### src/rtl/ram_port_arbiter_pkg.sv
// rtl/ram_port_arbiter_pkg.sv - shared encodings for the IF/LS RAM port arbiter
package ram_port_arbiter_pkg;

    typedef enum logic [1:0] {
        ST_IDLE   = 2'b00,
        ST_ACCESS = 2'b01,
        ST_DONE   = 2'b10
    } state_e;

    localparam logic OWN_IF = 1'b0;
    localparam logic OWN_LS = 1'b1;

    localparam logic WE_WRITE = 1'b0;
    localparam logic WE_READ  = 1'b1;

endpackage

### src/rtl/ram_port_arbiter_rr_arb2.sv
// rtl/ram_port_arbiter_rr_arb2.sv - two-input round-robin arbiter with enable
module rr_arb2
    import ram_port_arbiter_pkg::*;
(
    input  logic       clk,
    input  logic       rst,
    input  logic       en,
    input  logic [1:0] req,
    output logic [1:0] gnt
);

    logic last_q;
    logic last_d;

    always_comb begin
        gnt = 2'b00;
        if (en && !rst) begin
            if (req == 2'b11) begin
                gnt = (last_q == OWN_LS) ? 2'b01 : 2'b10;
            end else begin
                gnt = req;
            end
        end

        // Pointer only moves when a grant is actually issued.
        last_d = last_q;
        if (gnt[OWN_LS]) begin
            last_d = OWN_LS;
        end else if (gnt[OWN_IF]) begin
            last_d = OWN_IF;
        end
    end

    always_ff @(posedge clk) begin
        if (rst) begin
            last_q <= OWN_IF;
        end else begin
            last_q <= last_d;
        end
    end

endmodule

### src/rtl/ram_port_arbiter.sv
// rtl/ram_port_arbiter.sv - shares one single-port RAM between fetch and load/store units
module ram_port_arbiter
    import ram_port_arbiter_pkg::*;
#(
    parameter int DATA_SIZE = 16,
    parameter int ADDR_SIZE = 16
) (
    input  logic                 CLK,
    input  logic                 RST,
    input  logic                 IF_REQ,
    input  logic [ADDR_SIZE-1:0] IF_ADDR,
    output logic                 IF_GNT,
    output logic                 IF_RVALID,
    output logic [DATA_SIZE-1:0] IF_RDATA,
    input  logic                 LS_REQ,
    input  logic                 LS_WR,
    input  logic [ADDR_SIZE-1:0] LS_ADDR,
    input  logic [DATA_SIZE-1:0] LS_WDATA,
    output logic                 LS_GNT,
    output logic                 LS_DONE,
    output logic [DATA_SIZE-1:0] LS_RDATA,
    output logic                 RAM_WE,
    output logic [ADDR_SIZE-1:0] RAM_ADDRESS,
    output logic [DATA_SIZE-1:0] RAM_DATA_IN,
    input  logic [DATA_SIZE-1:0] RAM_DATA_OUT,
    output logic                 BUSY
);

    state_e               state_q, state_d;
    logic                 we_q, we_d;
    logic [ADDR_SIZE-1:0] addr_q, addr_d;
    logic [DATA_SIZE-1:0] din_q, din_d;
    logic                 owner_q, owner_d;
    logic                 wr_q, wr_d;
    logic                 if_rvalid_q, if_rvalid_d;
    logic                 ls_done_q, ls_done_d;
    logic [DATA_SIZE-1:0] if_rdata_q, if_rdata_d;
    logic [DATA_SIZE-1:0] ls_rdata_q, ls_rdata_d;

    logic       arb_en;
    logic [1:0] gnt;
    logic       ls_wr_acc;

    assign arb_en = (state_q == ST_IDLE) || (state_q == ST_DONE);

    rr_arb2 u_arb (
        .clk (CLK),
        .rst (RST),
        .en  (arb_en),
        .req ({LS_REQ, IF_REQ}),
        .gnt (gnt)
    );

    assign IF_GNT    = gnt[OWN_IF];
    assign LS_GNT    = gnt[OWN_LS];
    assign ls_wr_acc = gnt[OWN_LS] && LS_WR;

    always_comb begin
        state_d     = state_q;
        we_d        = we_q;
        addr_d      = addr_q;
        din_d       = din_q;
        owner_d     = owner_q;
        wr_d        = wr_q;
        if_rvalid_d = 1'b0;
        ls_done_d   = 1'b0;
        if_rdata_d  = if_rdata_q;
        ls_rdata_d  = ls_rdata_q;

        case (state_q)
            ST_IDLE, ST_DONE: begin
                if (|gnt) begin
                    state_d = ST_ACCESS;
                    addr_d  = gnt[OWN_LS] ? LS_ADDR : IF_ADDR;
                    if (ls_wr_acc) begin
                        din_d = LS_WDATA;
                    end
                    // WE drops only here, so it is low for exactly the ACCESS cycle.
                    we_d    = ls_wr_acc ? WE_WRITE : WE_READ;
                    owner_d = gnt[OWN_LS] ? OWN_LS : OWN_IF;
                    wr_d    = ls_wr_acc;
                end else begin
                    state_d = ST_IDLE;
                end
            end
            ST_ACCESS: begin
                state_d = ST_DONE;
                we_d    = WE_READ;
                if (owner_q == OWN_LS) begin
                    ls_done_d = 1'b1;
                    if (!wr_q) begin
                        ls_rdata_d = RAM_DATA_OUT;
                    end
                end else begin
                    if_rvalid_d = 1'b1;
                    if_rdata_d  = RAM_DATA_OUT;
                end
            end
            default: begin
                state_d = ST_IDLE;
                we_d    = WE_READ;
            end
        endcase
    end

    always_ff @(posedge CLK) begin
        if (RST) begin
            state_q     <= ST_IDLE;
            we_q        <= WE_READ;
            addr_q      <= '0;
            din_q       <= '0;
            owner_q     <= OWN_IF;
            wr_q        <= 1'b0;
            if_rvalid_q <= 1'b0;
            ls_done_q   <= 1'b0;
            if_rdata_q  <= '0;
            ls_rdata_q  <= '0;
        end else begin
            state_q     <= state_d;
            we_q        <= we_d;
            addr_q      <= addr_d;
            din_q       <= din_d;
            owner_q     <= owner_d;
            wr_q        <= wr_d;
            if_rvalid_q <= if_rvalid_d;
            ls_done_q   <= ls_done_d;
            if_rdata_q  <= if_rdata_d;
            ls_rdata_q  <= ls_rdata_d;
        end
    end

    assign RAM_WE      = we_q;
    assign RAM_ADDRESS = addr_q;
    assign RAM_DATA_IN = din_q;
    assign IF_RVALID   = if_rvalid_q;
    assign LS_DONE     = ls_done_q;
    assign IF_RDATA    = if_rdata_q;
    assign LS_RDATA    = ls_rdata_q;
    assign BUSY        = (state_q != ST_IDLE);

endmodule

### config.mk
export PLATFORM = sky130hd
export DESIGN_NAME = ram_port_arbiter
export DESIGN_NICKNAME = d
export VERILOG_FILES = /design/src/rtl/ram_port_arbiter_pkg.sv /design/src/rtl/ram_port_arbiter_rr_arb2.sv /design/src/rtl/ram_port_arbiter.sv
export SDC_FILE = /design/constraint.sdc
export NUM_CORES = 1
export LEC_CHECK = 0
export CORE_AREA = 2 2 93 95
export CTS_CLUSTER_SIZE = 16
export DETAILED_ROUTE_END_ITERATION = 6
export DIE_AREA = 0 0 95 97
export GPL_TIMING_DRIVEN = 1
export PLACE_DENSITY = 0.75
export SLEW_MARGIN = 20
export SYNTH_ARGS = -nofsm -noshare
export SYNTH_HDL_FRONTEND = slang
export SYNTH_HIERARCHICAL = 1
export SYNTH_SLANG_ARGS = --single-unit
export TNS_END_PERCENT = 30
### constraint.sdc
create_clock -name CLK -period 2.07 [get_ports CLK]
set_input_delay 0.414 -clock CLK [delete_from_list [all_inputs] [get_ports CLK]]
set_output_delay 0.414 -clock CLK [all_outputs]
set_load 0.01 [all_outputs]
After elaboration in Yosys (flattened, before gate mapping)
Index checks and enable logic that the tools add are counted.
{ "op_classes": {"mux": 12, "reduce_logical": 15, "bitwise_logic": 4, "eq_ne": 3} }
{ "op_table": {"columns": ["operator", "count"], "rows": [
  ["two-way mux 16 bit", 1],
  ["OR reduction 2 bit", 4],
  ["two-way mux 1 bit", 7],
  ["two-way mux 2 bit", 3],
  ["AND reduction 3 bit", 2],
  ["equality test 2 bit (second input constant)", 2],
  ["inverter 1 bit", 4],
  ["one-hot mux 2 bit (2 select lines)", 1],
  ["AND reduction 2 bit", 2],
  ["nonzero test 2 bit", 2],
  ["equality test 2 x 1 -> 1 bit (second input constant)", 1],
  ["logical AND 1 bit", 2],
  ["logical NOT 2 bit", 1],
  ["logical NOT 1 bit", 1],
  ["logical OR 1 bit", 1]
]} }
{ "word_totals": {"regBits": 72, "input_bits": 69, "word_cells": 45, "output_inout_bits": 70} }

Longest topological paths before layout
Gate-level depths: netlist (run 1).
{ "depth": {"word_depth": 7, "ltp_mapped": 11, "depth_no_buf": 6} }

Cells and area by module
The synthesis (run 1) kept the hierarchy.
{ "modules_own_cells": {"columns": ["module", "n_inst", "area_each_um2", "seq_area_each_um2", "cells_per_inst"], "rows": [
  ["ram_port_arbiter", 1, 2726.4, 1421.4, 311],
  ["rr_arb2", 1, 70.1, 20.0, 9]
]} }

Worst setup path after synthesis (run 1)
OpenSTA, ideal clock, no wires.
{ "synth_path": {"path_kind": "reg-to-reg", "startpoint": "register state_q[0]", "endpoint": "register we_q, in the netlist RAM_WE", "setup_ps": 127, "arrival_ps": 1636, "path_buffers": 4, "t_required_ps": 1943, "period_less_slack_ps": 1763, "path_slack_ps": 307, "stages_incl_launch_ff": 10, "path_cell_list": "dfxtp_1 -> buf_6 -> inv_1 -> nand3b_1 -> a21oi_1 -> buf_4 -> clkbuf_1 -> buf_2 -> a21oi_1 -> or3_1"} }
{ "synth_via": {"elab_chain_len": 6, "word_cells_on_any_way": 11, "cone_classes": "eq/ne: 1; mux: 2; bitwise: 1; reduce/logical: 7"} }
{ "synth_lines": {"columns": ["element", "line", "rtl"], "rows": [
  ["from (decl)", "ram_port_arbiter.sv:29", "state_e state_q, state_d;"],
  ["from (signal assigned)", "ram_port_arbiter.sv:119", "state_q <= state_d;"],
  ["equality test 2 bit / logical NOT 2 bit (equally long branches)", "ram_port_arbiter.sv:44", "assign arb_en = (state_q == ST_IDLE) || (state_q == ST_DONE);"],
  ["logical OR 1 bit *", "ram_port_arbiter.sv:44", null],
  ["net arb_en", "ram_port_arbiter.sv:40", "logic arb_en;"],
  ["logical AND 1 bit *", "ram_port_arbiter_rr_arb2.sv:17", "if (en && !rst) begin"],
  ["two-way mux 2 bit *", "ram_port_arbiter_rr_arb2.sv:17", null],
  ["net LS_GNT", "ram_port_arbiter.sv:19", "output logic LS_GNT,"],
  ["logical AND 1 bit", "ram_port_arbiter.sv:56", "assign ls_wr_acc = gnt[OWN_LS] && LS_WR;"],
  ["two-way mux 1 bit", "ram_port_arbiter.sv:79", "we_d = ls_wr_acc ? WE_WRITE : WE_READ;"],
  ["to (signal assigned)", "ram_port_arbiter.sv:120", "we_q <= we_d;"],
  ["to (decl)", "ram_port_arbiter.sv:30", "logic we_q, we_d;"]
]} }
Mark *: on every way through the listed nets, which the timed path passes. The rest lies on a longest branch.
A chain may end at the register's enable or synchronous reset.

Final worst setup path (run 1)
{ "layout_path": {"startpoint": "register state_q[0]", "endpoint": "output port BUSY"} }
{ "layout_via": {"elab_chain_len": 1} }
{ "layout_lines": {"columns": ["element", "line", "rtl"], "rows": [
  ["nonzero test 2 bit", "ram_port_arbiter.sv:139", "assign BUSY = (state_q != ST_IDLE);"],
  ["to (decl)", "ram_port_arbiter.sv:26", "output logic BUSY"]
]} }
No other way between the ends.

==> results.yml, run 1 <==
global_routing:
  grt_pass1_wl_microns: 11600
  grt_max_degree: 46
  grt_antenna_before_repair: 0
  track_usage_pct: 15.8
  first_global_vias: 2447
  grt_overflow_total: 0
sta:
  drv_slew: 0
  setup_slack_ns: 0.0998
  fin_skew_ns: 0.00393
  hold_violations: 0
  worst_pin_slew_ns: 0.835
  relSlewSlack_pct: 44.4
  finalCriticalPeriod_ns: 1.97
  fin_crit_sh_pct: 95.2
  rsz0062_at_grt: "no"
  fmaxAchievable_mhz: 508
  setup_violations: 0
layout:
  finalCoreUtilization_pct: 54.9
  drive_gt1_share_pct: 11.1
  final_common_cell: "clkdlybuf4s50_1"
  nNetsFinal: 523
  final_cell_mix: "135 x clkdlybuf4s50_1, 88 x nand2_1, 72 x dfxtp_1"
  diodes: 0
  fin_cells: 563
  syn2layout_area_growth_pct: 59.6
  nFillCells: 734
clocking:
  cts_tree: "done"
  cts_resized: 2
  path_clk_slew_ns: 0.07
  cts_setup_buffers: 0
  cts_buffers: 9
  hold_buffers: 0
  clock_latency_ns: 0.33
  cts_sinks: 72
  cts_root_buf: "clkbuf_8"
  clockBufferDepth: 2
  cts-htree-levels: 3
synth:
  yosys_register_bits: 72
  async_reset_ff_share_pct: 0
  syn-num-nets: 389
  synthCells: 320
  synth_cell_types: 30
  yosysWarnings: 6
  syn_area_per_cell_sq_um: 8.74
  synth-main-ff-cell: "dfxtp_1"
  netlist_area_sq_um: 2800
  ys_seq_area_share_pct: 51.5
  synth_edf_count: 0
critical_path:
  crit_path_end_kind: "primary output"
  worstPathMaxFanout: 12
  cp-start-kind: "flop"
  cp_data_required_time_ns: 1.66
  worst-setup-path-type: "flop to primary output"
  worst-endpoint-arrival_ns: 1.56
floorplan:
  die_y_microns: 97
  io_pins: 139
  core_area_sq_um: 8130
  fp.dieArea_sq_um: 9220
  placementRows: 33
  die_w_microns: 95
  initial_utilization_pct: 34.4
placement:
  dpl.hpwl_microns: 5320
  port_buffers: 138
  routabilityCongestion: 0.771
  post-place-ws_ns: -0.0846
  post-place-cells: 548
route:
  firstDrtPassIters: 4
  dr.first_iter.drc_count: 46
  drtAntennaViolNets: 0
  avgViaCountPerCell: 4.65
  wl_per_cell_microns: 12.7
  vias: 2616
  drcViolationCount: 0
  wl_microns: 7170
power:
  power_density_nw_per_um2: 730
  leakagePower_nw: 1.54
  peakVddDrop_v: 0.000364
run:
  cap_violations: 0
outcome:
  status: "finished clean"
hold_path:
  min_path_type: "flop to flop"
## worst max-delay path, cell delays in order (launching register included)
cell,delay (ns)
dfxtp_1,0.31
buf_4,0.16
or2_2,0.27
clkdlybuf4s50_1,0.49
## where the power goes
group | internal (W) | total [W] | switching (W)
clock network | 0.000737 | 0.00122 | 0.000483
logic | 0.000316 | 0.000544 | 0.000228
registers | 0.00145 | 0.00150 | 0.0000420
## area by class of cell
cell class,count,area (sq um),share of cell area (%)
clock buffers,12,155,3.48
clock inverters,3,65.1,1.46
inverters,3,11.3,0.252
multi-input cells,219,1190,26.7
flip-flops and latches,72,1440,32.3
well taps,105,131,2.94
repair buffers,149,1470,32.9
## registers in the layout, indices dropped and copies added (netlist names)
name	count
RAM_ADDRESS	16
RAM_WE	1
state_q	2
IF_RVALID	1
LS_DONE	1
IF_RDATA	16
u_arb/last_q	1
wr_q	1
LS_RDATA	16
RAM_DATA_IN	16
owner_q	1
## Yosys cell counts, types with 2 or more instances
cell type,count,area [sq um]
nand2_1,88,330
dfxtp_1,72,1440
a21oi_1,45,225
nor2_1,17,63.8
a211oi_1,16,120
mux2i_1,16,160
buf_2,10,50.1
a21oi_2,9,78.8
nand2_2,9,56.3
clkbuf_1,6,22.5
buf_4,3,22.5
clkbuf_2,3,15.0
inv_1,3,11.3
nand3b_1,3,22.5
nor3_1,3,15.0
buf_6,2,22.5
o21ai_0,2,10.0
## worst paths after layout
check | endpoint | start | slack (ns) | cells after the start
max | BUSY | state_q[0] | 0.1 | 3
min | LS_RDATA[11] | LS_RDATA[11] | 0.45 | 2
max reg2reg | RAM_DATA_IN[8] | state_q[0] | 0.39 | 7
min reg2reg | LS_RDATA[11] | LS_RDATA[11] | 0.45 | 2
## per-layer routing
| layer | share of wire (%) | global-route usage [%] | up-vias |
|---|---|---|---|
| met5 | 0 | 0 | - |
| met4 | 1.6 | 5.69 | 0 |
| met3 | 11 | 6.93 | 10 |
| met2 | 45 | 25.5 | 118 |
| met1 | 42 | 18.5 | 1159 |
| li1 | - | - | 1329 |
## metrics by stage
stage / total power [W] / hold WS, ns / TNS [ns] / instance area, sq um
floorplan: 0.00177 / 0.458 / 0 / 2800
global placement: 0.00207 / 0.441 / -0.526 / 4250
detailed placement: 0.00208 / 0.447 / -1.66 / 4250
CTS: 0.00330 / 0.457 / 0 / 4460
global route: 0.00341 / 0.469 / 0 / 4460
finish: 0.00326 / 0.455 / 0 / 4460
## logic make-up after synthesis
| family | after synthesis | share of synthesized area [%] |
|---|---|---|
| mux | 16 | 5.73 |
| flops | 72 | 51.5 |
| buf+inv | 29 | 6.00 |
| compound gates | 74 | 16.2 |
| simple gates | 129 | 20.5 |
Note: power is estimated with default switching activity, not from simulation.
==> run 2: changes to the inputs <==
- SKIP_LAST_GASP: unset -> 1
- TNS_END_PERCENT: 30 -> unset
==> results of run 2 <==
The final DEF is identical to that of run 1; final timing and power are the same.
==> run 3: changes to the inputs <==
- PLACE_DENSITY: 0.75 -> 0.77
==> results.yml, run 3 (synthesized netlist as in run 1, its figures left out) <==
critical_path:
  reg2reg_to: "RAM_ADDRESS[3]"
  cp_data_required_time_ns: 1.66
  crit_path_end_kind: "primary output"
  cpPeakStageDelay_ns: 0.49
  rrSetupSlack_ns: 0.41
  crit_family: "buffers and inverters"
  worst-setup-path-type: "input pin to primary output"
  cpMaxStageDelayCell: "clkdlybuf4s50_1"
  worst-endpoint-arrival_ns: 1.47
  path_depth: 4
  critPathBufInv: 2
  startpoint: "IF_REQ"
  crit_end: "IF_GNT"
  reg2reg_from: "state_q[0]"
  cp-start-kind: "input pin"
  worstPathCellList: "clkdlybuf4s50_1, nand3b_1, a21oi_1, dlygate4sd2_1"
  worstPathMaxFanout: 2
  r2r_cells: 7
route:
  vias: 2611
  avgViaCountPerCell: 4.62
  m1WireLength_microns: 3210
  firstDrtPassIters: 5
  drcViolationCount: 0
  wl_met3_microns: 825
  wl_microns: 7580
  dr.first_iter.drc_count: 47
  met2WireLength_microns: 3470
  top_layer_used: "met4"
  wl_per_cell_microns: 13.4
  drtAntennaViolNets: 0
power:
  power_w: 0.00324
  power_density_nw_per_um2: 723
  leakagePower_nw: 1.56
  peakVddDrop_v: 0.000435
placement:
  port_buffers: 138
  post-place-ws_ns: -0.0998
  routabilityCongestion: 0.738
  dpl.hpwl_microns: 5560
  post-place-cells: 549
global_routing:
  grt_max_degree: 72
  track_usage_pct: 17.0
  grt_antenna_before_repair: 0
  grt_overflow_total: 0
  first_global_vias: 2647
  grt_pass1_wl_microns: 12400
run:
  cap_violations: 0
sta:
  rsz0062_at_grt: "no"
  fmaxAchievable_mhz: 530
  hold_violations: 0
  finalCriticalPeriod_ns: 1.89
  fin_crit_sh_pct: 91.1
  tns_ns: 0
  setup_slack_ns: 0.185
  relSlewSlack_pct: 44.0
  fin_skew_ns: 0.00412
  setup_violations: 0
  worst_pin_slew_ns: 0.839
  drv_slew: 0
layout:
  final_common_cell: "clkdlybuf4s50_1"
  fin_cells: 565
  nFillCells: 769
  syn2layout_area_growth_pct: 60.2
  final_cell_mix: "134 x clkdlybuf4s50_1, 88 x nand2_1, 72 x dfxtp_1"
  drive_gt1_share_pct: 11.1
  nNetsFinal: 524
  diodes: 0
clocking:
  cts_setup_buffers: 0
  path_clk_slew_ns: 0.07
  hold_buffers: 0
  cts_sinks: 72
  cts_root_buf: "clkbuf_8"
  cts_tree: "done"
  clockBufferDepth: 2
  cts_buffers: 9
  cts-htree-levels: 3
  clock_latency_ns: 0.33
floorplan:
  die_w_microns: 95
  placementRows: 33
  core_area_sq_um: 8130
  die_y_microns: 97
  fp.dieArea_sq_um: 9220
  io_pins: 139
  initial_utilization_pct: 34.4
hold_path:
  min_path_type: "flop to flop"
  min_from: "IF_RDATA[4]"
outcome:
  status: "finished clean"
[run 3: worst min-delay path by stage]
| stage | endpoint | slack, ns | cells past startpoint |
|---|---|---|---|
| finish | IF_RDATA[4] | 0.45 | 2 |
| global route | IF_RDATA[7] | 0.47 | 2 |
| CTS | IF_RDATA[4] | 0.46 | 2 |
| detailed placement | IF_RDATA[4] | 0.45 | 2 |
| global placement | RAM_DATA_IN[2] | 0.44 | 2 |
| floorplan | wr_q | 0.46 | 2 |
[run 3: area by class of cell]
cell class	instances	area, sq um	area share, %
repair buffers	150	1490	33.3
flip-flops and latches	72	1440	32.2
multi-input cells	219	1190	26.6
clock buffers	13	149	3.32
well taps	105	131	2.93
clock inverters	3	65.1	1.45
inverters	3	11.3	0.251
[run 3: metal layers]
| layer | vias to the layer above | global-route usage (%) |
|---|---|---|
| met5 | - | 0 |
| met1 | 1160 | 20.0 |
| met2 | 109 | 27.2 |
| met3 | 7 | 8.02 |
| li1 | 1335 | - |
| met4 | 0 | 5.02 |
[run 3: tightest hold or removal path, cell delays in order (launching register included)]
cell and delay (ns):
dfxtp_1 0.31, nand2_1 0.05, a21oi_1 0.05
[run 3: stage by stage]
step	hold slack (ns)	utilization (%)	instance area [sq um]
3_3_place_gp	0.442	52.5	4270
6_report	0.453	55.1	4480
4_1_cts	0.455	55.1	4480
5_1_grt	0.471	55.1	4480
3_5_place_dp	0.446	52.5	4270
2_1_floorplan	0.458	-	2800
[run 3: report_power, final]
group	total [W]	internal, W	switching (W)
clock network	0.00119	0.000712	0.000479
logic	0.000551	0.000318	0.000233
registers	0.00150	0.00145	0.0000420
[run 3: repair_timing]
action / 4_1_cts / 5_1_grt
cloned: 0 / 0
gates resized for setup: 2 / 1
setup endpoints to repair: 2 / 1
